<file path="config.mk">
export PLATFORM = sky130hd
export DESIGN_NAME = maria_line_ram
export DESIGN_NICKNAME = d
export VERILOG_FILES = /design/src/rtl/maria_line_ram.sv
export SDC_FILE = /design/constraint.sdc
export NUM_CORES = 2
export LEC_CHECK = 0
export CORE_ASPECT_RATIO = 0.75
export CORE_MARGIN = 2
export CORE_UTILIZATION = 35
export DETAILED_ROUTE_END_ITERATION = 6
export PLACE_DENSITY = 0.6
export SLEW_MARGIN = 10
export SYNTH_ARGS = -nofsm -noshare
export SYNTH_HDL_FRONTEND = slang
export SYNTH_SLANG_ARGS = --single-unit
</file>
<file path="constraint.sdc">
create_clock -name clk_sys -period 2.8 [get_ports clk_sys]
set_input_delay 0.42 -clock clk_sys [delete_from_list [all_inputs] [get_ports clk_sys]]
set_output_delay 0.42 -clock clk_sys [all_outputs]
set_load 0.02 [all_outputs]
</file>
<file path="src/rtl/maria_line_ram.sv">
// Double-buffered 160-cell line RAM: unpacks DMA graphics bytes into cells, display side reads with clear.
// Latency: 4 (2bpp) or 2 (4bpp) cycles capture-to-last-write, reads 1 cycle; no backpressure, bytes landing mid-unpack are dropped.
module maria_line_ram #(
    parameter int CELLS  = 160,
    parameter int CELL_W = 5
) (
    input  logic              clk_sys,
    input  logic              reset,
    input  logic              mclk0,
    input  logic              latch_byte,
    input  logic [7:0]        data_in,
    input  logic              clear_hpos,
    input  logic [7:0]        hpos_in,
    input  logic              wm,
    input  logic [2:0]        pal_in,
    input  logic              kangaroo,
    input  logic              lrc,
    input  logic              rd_en,
    input  logic [7:0]        rd_addr,
    output logic [CELL_W-1:0] rd_data,
    output logic              busy,
    output logic              wr_bank
);

    typedef enum logic {ST_IDLE, ST_UNPACK} state_t;

    state_t              state_q, state_d;
    logic [7:0]          ptr_q, ptr_d;
    logic [7:0]          byte_q, byte_d;
    logic                wm_q, wm_d;
    logic [2:0]          pal_q, pal_d;
    logic                kang_q, kang_d;
    logic                bank_q, bank_d;
    logic [1:0]          pix_q, pix_d;
    logic                wr_bank_q, wr_bank_d;
    logic                clr_hpos_dly_q, clr_hpos_dly_d;
    logic                latch_dly_q, latch_dly_d;
    logic                overrun_q, overrun_d;
    logic [CELL_W-1:0]   rd_data_q, rd_data_d;

    logic [CELL_W-1:0]   mem [2][CELLS];

    logic                latch_rise;
    logic                hpos_load;
    logic [1:0]          color;
    logic [2:0]          pix_pal;
    logic                last_pix;
    logic                wr_en;
    logic                clr_en;

    always_comb begin
        latch_rise = mclk0 & latch_byte & ~latch_dly_q;
        hpos_load  = mclk0 & ~clear_hpos & clr_hpos_dly_q;

        // Most significant pixel first.
        case (pix_q)
            2'd0:    color = byte_q[7:6];
            2'd1:    color = byte_q[5:4];
            2'd2:    color = byte_q[3:2];
            default: color = byte_q[1:0];
        endcase

        // 4bpp takes the low palette bits from the byte's low nibble.
        if (wm_q)
            pix_pal = {pal_q[2], (pix_q[0] ? byte_q[1:0] : byte_q[3:2])};
        else
            pix_pal = pal_q;

        last_pix = wm_q ? (pix_q == 2'd1) : (pix_q == 2'd3);
        wr_en    = ~reset && (state_q == ST_UNPACK) && (ptr_q < 8'(CELLS))
                   && ((color != 2'd0) || kang_q);
        clr_en   = ~reset && rd_en && (rd_addr < 8'(CELLS));
    end

    always_comb begin
        state_d        = state_q;
        ptr_d          = ptr_q;
        byte_d         = byte_q;
        wm_d           = wm_q;
        pal_d          = pal_q;
        kang_d         = kang_q;
        bank_d         = bank_q;
        pix_d          = pix_q;
        wr_bank_d      = wr_bank_q;
        clr_hpos_dly_d = clr_hpos_dly_q;
        latch_dly_d    = latch_dly_q;
        overrun_d      = overrun_q;
        rd_data_d      = rd_data_q;

        if (mclk0) begin
            clr_hpos_dly_d = clear_hpos;
            latch_dly_d    = latch_byte;
        end

        case (state_q)
            ST_IDLE: begin
                if (latch_rise) begin
                    byte_d  = data_in;
                    wm_d    = wm;
                    pal_d   = pal_in;
                    kang_d  = kangaroo;
                    bank_d  = wr_bank_q;
                    pix_d   = 2'd0;
                    state_d = ST_UNPACK;
                end
            end
            default: begin
                ptr_d = ptr_q + 8'd1;
                pix_d = pix_q + 2'd1;
                if (last_pix)
                    state_d = ST_IDLE;
                if (latch_rise)
                    overrun_d = 1'b1;
            end
        endcase

        if (hpos_load)
            ptr_d = hpos_in;

        if (lrc)
            wr_bank_d = ~wr_bank_q;

        if (rd_en)
            rd_data_d = (rd_addr < 8'(CELLS)) ? mem[~wr_bank_q][rd_addr] : '0;
    end

    always_ff @(posedge clk_sys) begin
        if (reset) begin
            state_q        <= ST_IDLE;
            ptr_q          <= 8'd0;
            byte_q         <= 8'd0;
            wm_q           <= 1'b0;
            pal_q          <= 3'd0;
            kang_q         <= 1'b0;
            bank_q         <= 1'b0;
            pix_q          <= 2'd0;
            wr_bank_q      <= 1'b0;
            clr_hpos_dly_q <= 1'b0;
            latch_dly_q    <= 1'b0;
            overrun_q      <= 1'b0;
            rd_data_q      <= '0;
        end else begin
            state_q        <= state_d;
            ptr_q          <= ptr_d;
            byte_q         <= byte_d;
            wm_q           <= wm_d;
            pal_q          <= pal_d;
            kang_q         <= kang_d;
            bank_q         <= bank_d;
            pix_q          <= pix_d;
            wr_bank_q      <= wr_bank_d;
            clr_hpos_dly_q <= clr_hpos_dly_d;
            latch_dly_q    <= latch_dly_d;
            overrun_q      <= overrun_d;
            rd_data_q      <= rd_data_d;
        end
    end

    // Cell storage is deliberately not reset; the display side clears as it reads.
    always_ff @(posedge clk_sys) begin
        if (wr_en)
            mem[bank_q][ptr_q] <= {pix_pal, color};
        if (clr_en)
            mem[~wr_bank_q][rd_addr] <= '0;
    end

    assign rd_data = rd_data_q;
    assign busy    = (state_q == ST_UNPACK);
    assign wr_bank = wr_bank_q;

endmodule

</file>
==> reports/metrics.yaml <==
yosys:
  netlist-cell-type-count: 66
  synthesis.area_sq_mm: 0.0743
  synth.ff_latch_count: 1633
  synth_edf_count: 0
  async_reset_ff_frac: 0
  postSynthAreaPerCell_sq_um: 8.40
  synth_top_area_share: 0.440
  synth-warning-count: 0
  post-synth-top-area-cell: "sky130_fd_sc_hd__dfxtp_1"
  ys_top_cells_by_count: "sky130_fd_sc_hd__nand2_1 (1855), sky130_fd_sc_hd__dfxtp_1 (1633), sky130_fd_sc_hd__a21oi_1 (1494)"
  synth.net_count: 8892
  most_repeated_cell_in_the_gate_level_netlist_after_synthesis: "sky130_fd_sc_hd__nand2_1"
  synthesized_instance_count: 8847
  synth.area.top_cells: "sky130_fd_sc_hd__dfxtp_1 (44%), sky130_fd_sc_hd__mux4_2 (10%), sky130_fd_sc_hd__a21oi_1 (10%)"
  synth-seq-area-share: 0.440
  synth-main-ff-cell: "sky130_fd_sc_hd__dfxtp_1"
power_and_ir_drop:
  max-vdd-ir-drop_mv: 0.516
  power.static_leakage_uw: 0.0337
  power_density_mw_per_mm2: 553
clock_network:
  htree_levels: 4
  clock-root-buffer: "sky130_fd_sc_hd__clkbuf_16"
  cts_inserted_buffers: 172
  cts_buffer_depth: 4
  clkTransAtPathRegs_ns: 0.06
  cts-hold-fix-buffers: 0
  cts_tree: "yes"
  clock_latency_ns: 0.85
  clock_sink_count: 1633
setup_path:
  worstSetupPathType: "reg2reg"
  crit_chain: "buf_4, ha_1, mux2i_4, buf_4, o311ai_4, buf_6, nor3_4, buf_12, nand2_2, mux2i_1, nor2_1"
  critical_path.max_fanout: 15
  critPathTopFamily: "buffers and inverters"
  critical_path.reg2reg.startpoint: "pix_q[0]$_SDFFE_PP0P_"
  cp_data_required_time_ns: 3.51
  critPathMaxStageDelay_ns: 0.51
  critPathBufInv: 4
  reg2reg_setup_slack_ns: -0.10
  critical_path.startpoint_type: "flip-flop"
  cp.arrival_ns: 3.61
  worst_r2r_endpoint: "mem[1][440]$_SDFFE_PP0P_"
  path_common_cell: "sky130_fd_sc_hd__buf_4"
  worst_r2r_path_depth: 11
  crit_slowest_cell: "sky130_fd_sc_hd__nor3_4"
  worst_setup_path_end_kind: "flip-flop"
die:
  ioPinCount: 43
  initial_core_util: 0.352
  dieWidth_um: 536
  coreArea_sq_mm: 0.211
  placement_rows: 146
  fp.dieArea_sq_mm: 0.216
  dieHeight_um: 403
placed_design:
  port-buffer-count: 42
  dp.final_hpwl_um: 203000
  finalWeightedCongestion: 0.974
  placed_cells: 11900
  dpl_worst_slack_ns: -0.476
finish:
  fillCellCount: 20400
  area_delta_synth_final_pct: 22.7
  finish.utilization: 0.432
  layout.nets: 9337
  post_layout_nonfiller_instances: 12200
  share_of_layout_cells_above_drive_strength_1: 0.191
global_route:
  met1_usage: 0.388
  global_route.usage.met2: 0.364
  global_route_wire_length_before_repair_um: 434000
  vias_in_the_first_global_route: 66800
  gr-usage-all-layers: 0.264
  number_of_antenna_violations_at_the_first_check_in_global_routing: 17
  maximum_number_of_pins_on_one_net_before_global_route_repair: 134
  grt_use_met3: 0.0725
  global_route.overflow_total: 0
  top_usage_layer: "met1"
timing:
  max_freq_mhz: 345
  timing.final.hold_violations: 0
  drv_slew: 0
  setup-violations-final: 312
  final_min_period_over_clock_period: 1.04
  finClkSkew_ns: 0.0421
  postLayoutSetupSlackWorst_ns: -0.103
  period_needed_ns: 2.90
  tns_ns: -12.61
  finalHoldWorstSlack_ns: 0.142
  transition_time_of_the_tightest_slew_check_pin_ns: 1.09
  relSlewSlack: 0.276
  grt_setup_unrepaired: "true"
outcome:
  outcome: "finished with violations"
  violations: "design-rule violations, negative setup slack"
worst_hold_path:
  hold_path.startpoint: "data_in[0]"
  timing.hold.worst_endpoint: "byte_q[0]$_SDFFE_PP0P_"
  hold_path.class: "in2reg"
  worst_hold_depth: 3
routing:
  drt.antenna.violating_nets: 0
  drt_pass1_iterations: 7
  drt_iter0_drc: 9746
  vias: 71500
  wirelength_per_cell_um: 24.6
  route.detailed.vias_per_inst: 5.85
  remaining_drc_errors: 3
  wl_um: 300000
job:
  cap_viol_max_count: 0
## registers in the layout, summed over array words and instances (netlist names)
signal,count
latch_dly_q,1
clr_hpos_dly_q,1
kang_q,1
pal_q,3
mem,1600
wm_q,1
wr_bank,1
bank_q,1
rd_data,5
ptr_q,8
byte_q,8
busy,1
pix_q,2
## cells by family after synthesis
kind of cell	after synthesis	share of synthesized area
buf+inv	709	0.0416
mux	821	0.168
xor+xnor	8	0.000943
fa+ha+maj	9	0.00151
flops	1633	0.440
compound gates	2714	0.189
simple gates	2953	0.158
## per-layer routing
layer | part of all wire | vias to the layer above
met1 | 0.42 | 34600
met5 | 0.00031 | -
met2 | 0.40 | 4390
met3 | 0.14 | 609
li1 | - | 31900
met4 | 0.040 | 10
## worst register-to-register path, stage by stage (launching register included)
cell                       delay (ns)
sky130_fd_sc_hd__dfxtp_4         0.38
sky130_fd_sc_hd__buf_4           0.12
sky130_fd_sc_hd__ha_1            0.29
sky130_fd_sc_hd__mux2i_4         0.37
sky130_fd_sc_hd__buf_4           0.17
sky130_fd_sc_hd__o311ai_4        0.10
sky130_fd_sc_hd__buf_6           0.17
sky130_fd_sc_hd__nor3_4          0.51
sky130_fd_sc_hd__buf_12          0.29
sky130_fd_sc_hd__nand2_2         0.16
sky130_fd_sc_hd__mux2i_1         0.17
sky130_fd_sc_hd__nor2_1          0.06
## stage by stage
| stage | cell area [sq um] | total power (uW) |
|---|---|---|
| after detailed placement | 83900 | 27300 |
| after CTS | 90300 | 50500 |
| final | 91200 | 50500 |
| after global routing | 91200 | 51600 |
| after floorplan | 74300 | 25500 |
| after global placement | 83900 | 27300 |
## worst max-delay path by stage
stage / end / start / cells past startpoint
floorplan: mem[1][440]$_SDFFE_PP0P_ / pix_q[0]$_SDFFE_PP0P_ / 11
CTS: mem[0][776]$_SDFFE_PP0P_ / pix_q[0]$_SDFFE_PP0P_ / 12
detailed placement: rd_data[1]$_SDFFE_PP0P_ / rd_addr[0] / 11
finish: mem[1][440]$_SDFFE_PP0P_ / pix_q[0]$_SDFFE_PP0P_ / 11
global placement: rd_data[1]$_SDFFE_PP0P_ / rd_addr[0] / 11
global route: mem[1][130]$_SDFFE_PP0P_ / pix_q[0]$_SDFFE_PP0P_ / 13
## area by class of cell
cell class | instances | area, sq um | share of cell area
antenna | 3 | 7.51 | 0.0000823
clock buffer | 257 | 5120 | 0.0561
clock inverter | 36 | 498 | 0.00546
inverter | 12 | 50.0 | 0.000549
multi-input combinational | 6505 | 39200 | 0.430
sequential | 1633 | 32700 | 0.358
tap | 2812 | 3520 | 0.0386
timing repair buffer | 968 | 10100 | 0.111
## timing repair
item                                    in CTS  in global routing
endpoints found under the setup margin    1249               1092
pin swaps                                   11                 67
gates cloned                                13                 18
resized for setup                           95                147
setup buffers                               15                 12
## cells in the final DEF, fill, tap and decap left out, types with 9 or more instances in the layout
master and instances:
sky130_fd_sc_hd__nand2_1 1823, sky130_fd_sc_hd__dfxtp_1 1629, sky130_fd_sc_hd__a21oi_1 1475, sky130_fd_sc_hd__o21ai_0 922, sky130_fd_sc_hd__nor2_1 741, sky130_fd_sc_hd__buf_4 695, sky130_fd_sc_hd__mux2i_1 414, sky130_fd_sc_hd__mux4_2 334
sky130_fd_sc_hd__clkbuf_16 191, sky130_fd_sc_hd__buf_12 165, sky130_fd_sc_hd__nand3_1 122, sky130_fd_sc_hd__o21ai_1 105, sky130_fd_sc_hd__mux2_2 70, sky130_fd_sc_hd__o22ai_1 66, sky130_fd_sc_hd__nor2_2 63, sky130_fd_sc_hd__clkbuf_1 42
sky130_fd_sc_hd__clkbuf_8 37, sky130_fd_sc_hd__clkdlybuf4s50_1 37, sky130_fd_sc_hd__nand2_2 33, sky130_fd_sc_hd__buf_6 29, sky130_fd_sc_hd__nand3_2 22, sky130_fd_sc_hd__a22oi_1 21, sky130_fd_sc_hd__o221ai_1 20, sky130_fd_sc_hd__clkinv_2 19
sky130_fd_sc_hd__and2_1 18, sky130_fd_sc_hd__a21oi_2 17, sky130_fd_sc_hd__and3_1 15, sky130_fd_sc_hd__nand4_1 15, sky130_fd_sc_hd__a221oi_1 15, sky130_fd_sc_hd__nand2_4 14, sky130_fd_sc_hd__a211oi_1 13, sky130_fd_sc_hd__nor2b_1 12
sky130_fd_sc_hd__a41oi_1 12, sky130_fd_sc_hd__bufinv_16 12, sky130_fd_sc_hd__buf_8 12, sky130_fd_sc_hd__nor2_4 11, sky130_fd_sc_hd__buf_16 11, sky130_fd_sc_hd__a31oi_1 10, sky130_fd_sc_hd__nor3_1 9
## power breakdown
group	internal [uW]	switching (uW)	leakage, uW
combinational	1220	2460	0.0178
sequential	23300	51.6	0.0132
clock	13700	9820	0.00277
(Power assumes the default switching activity.)
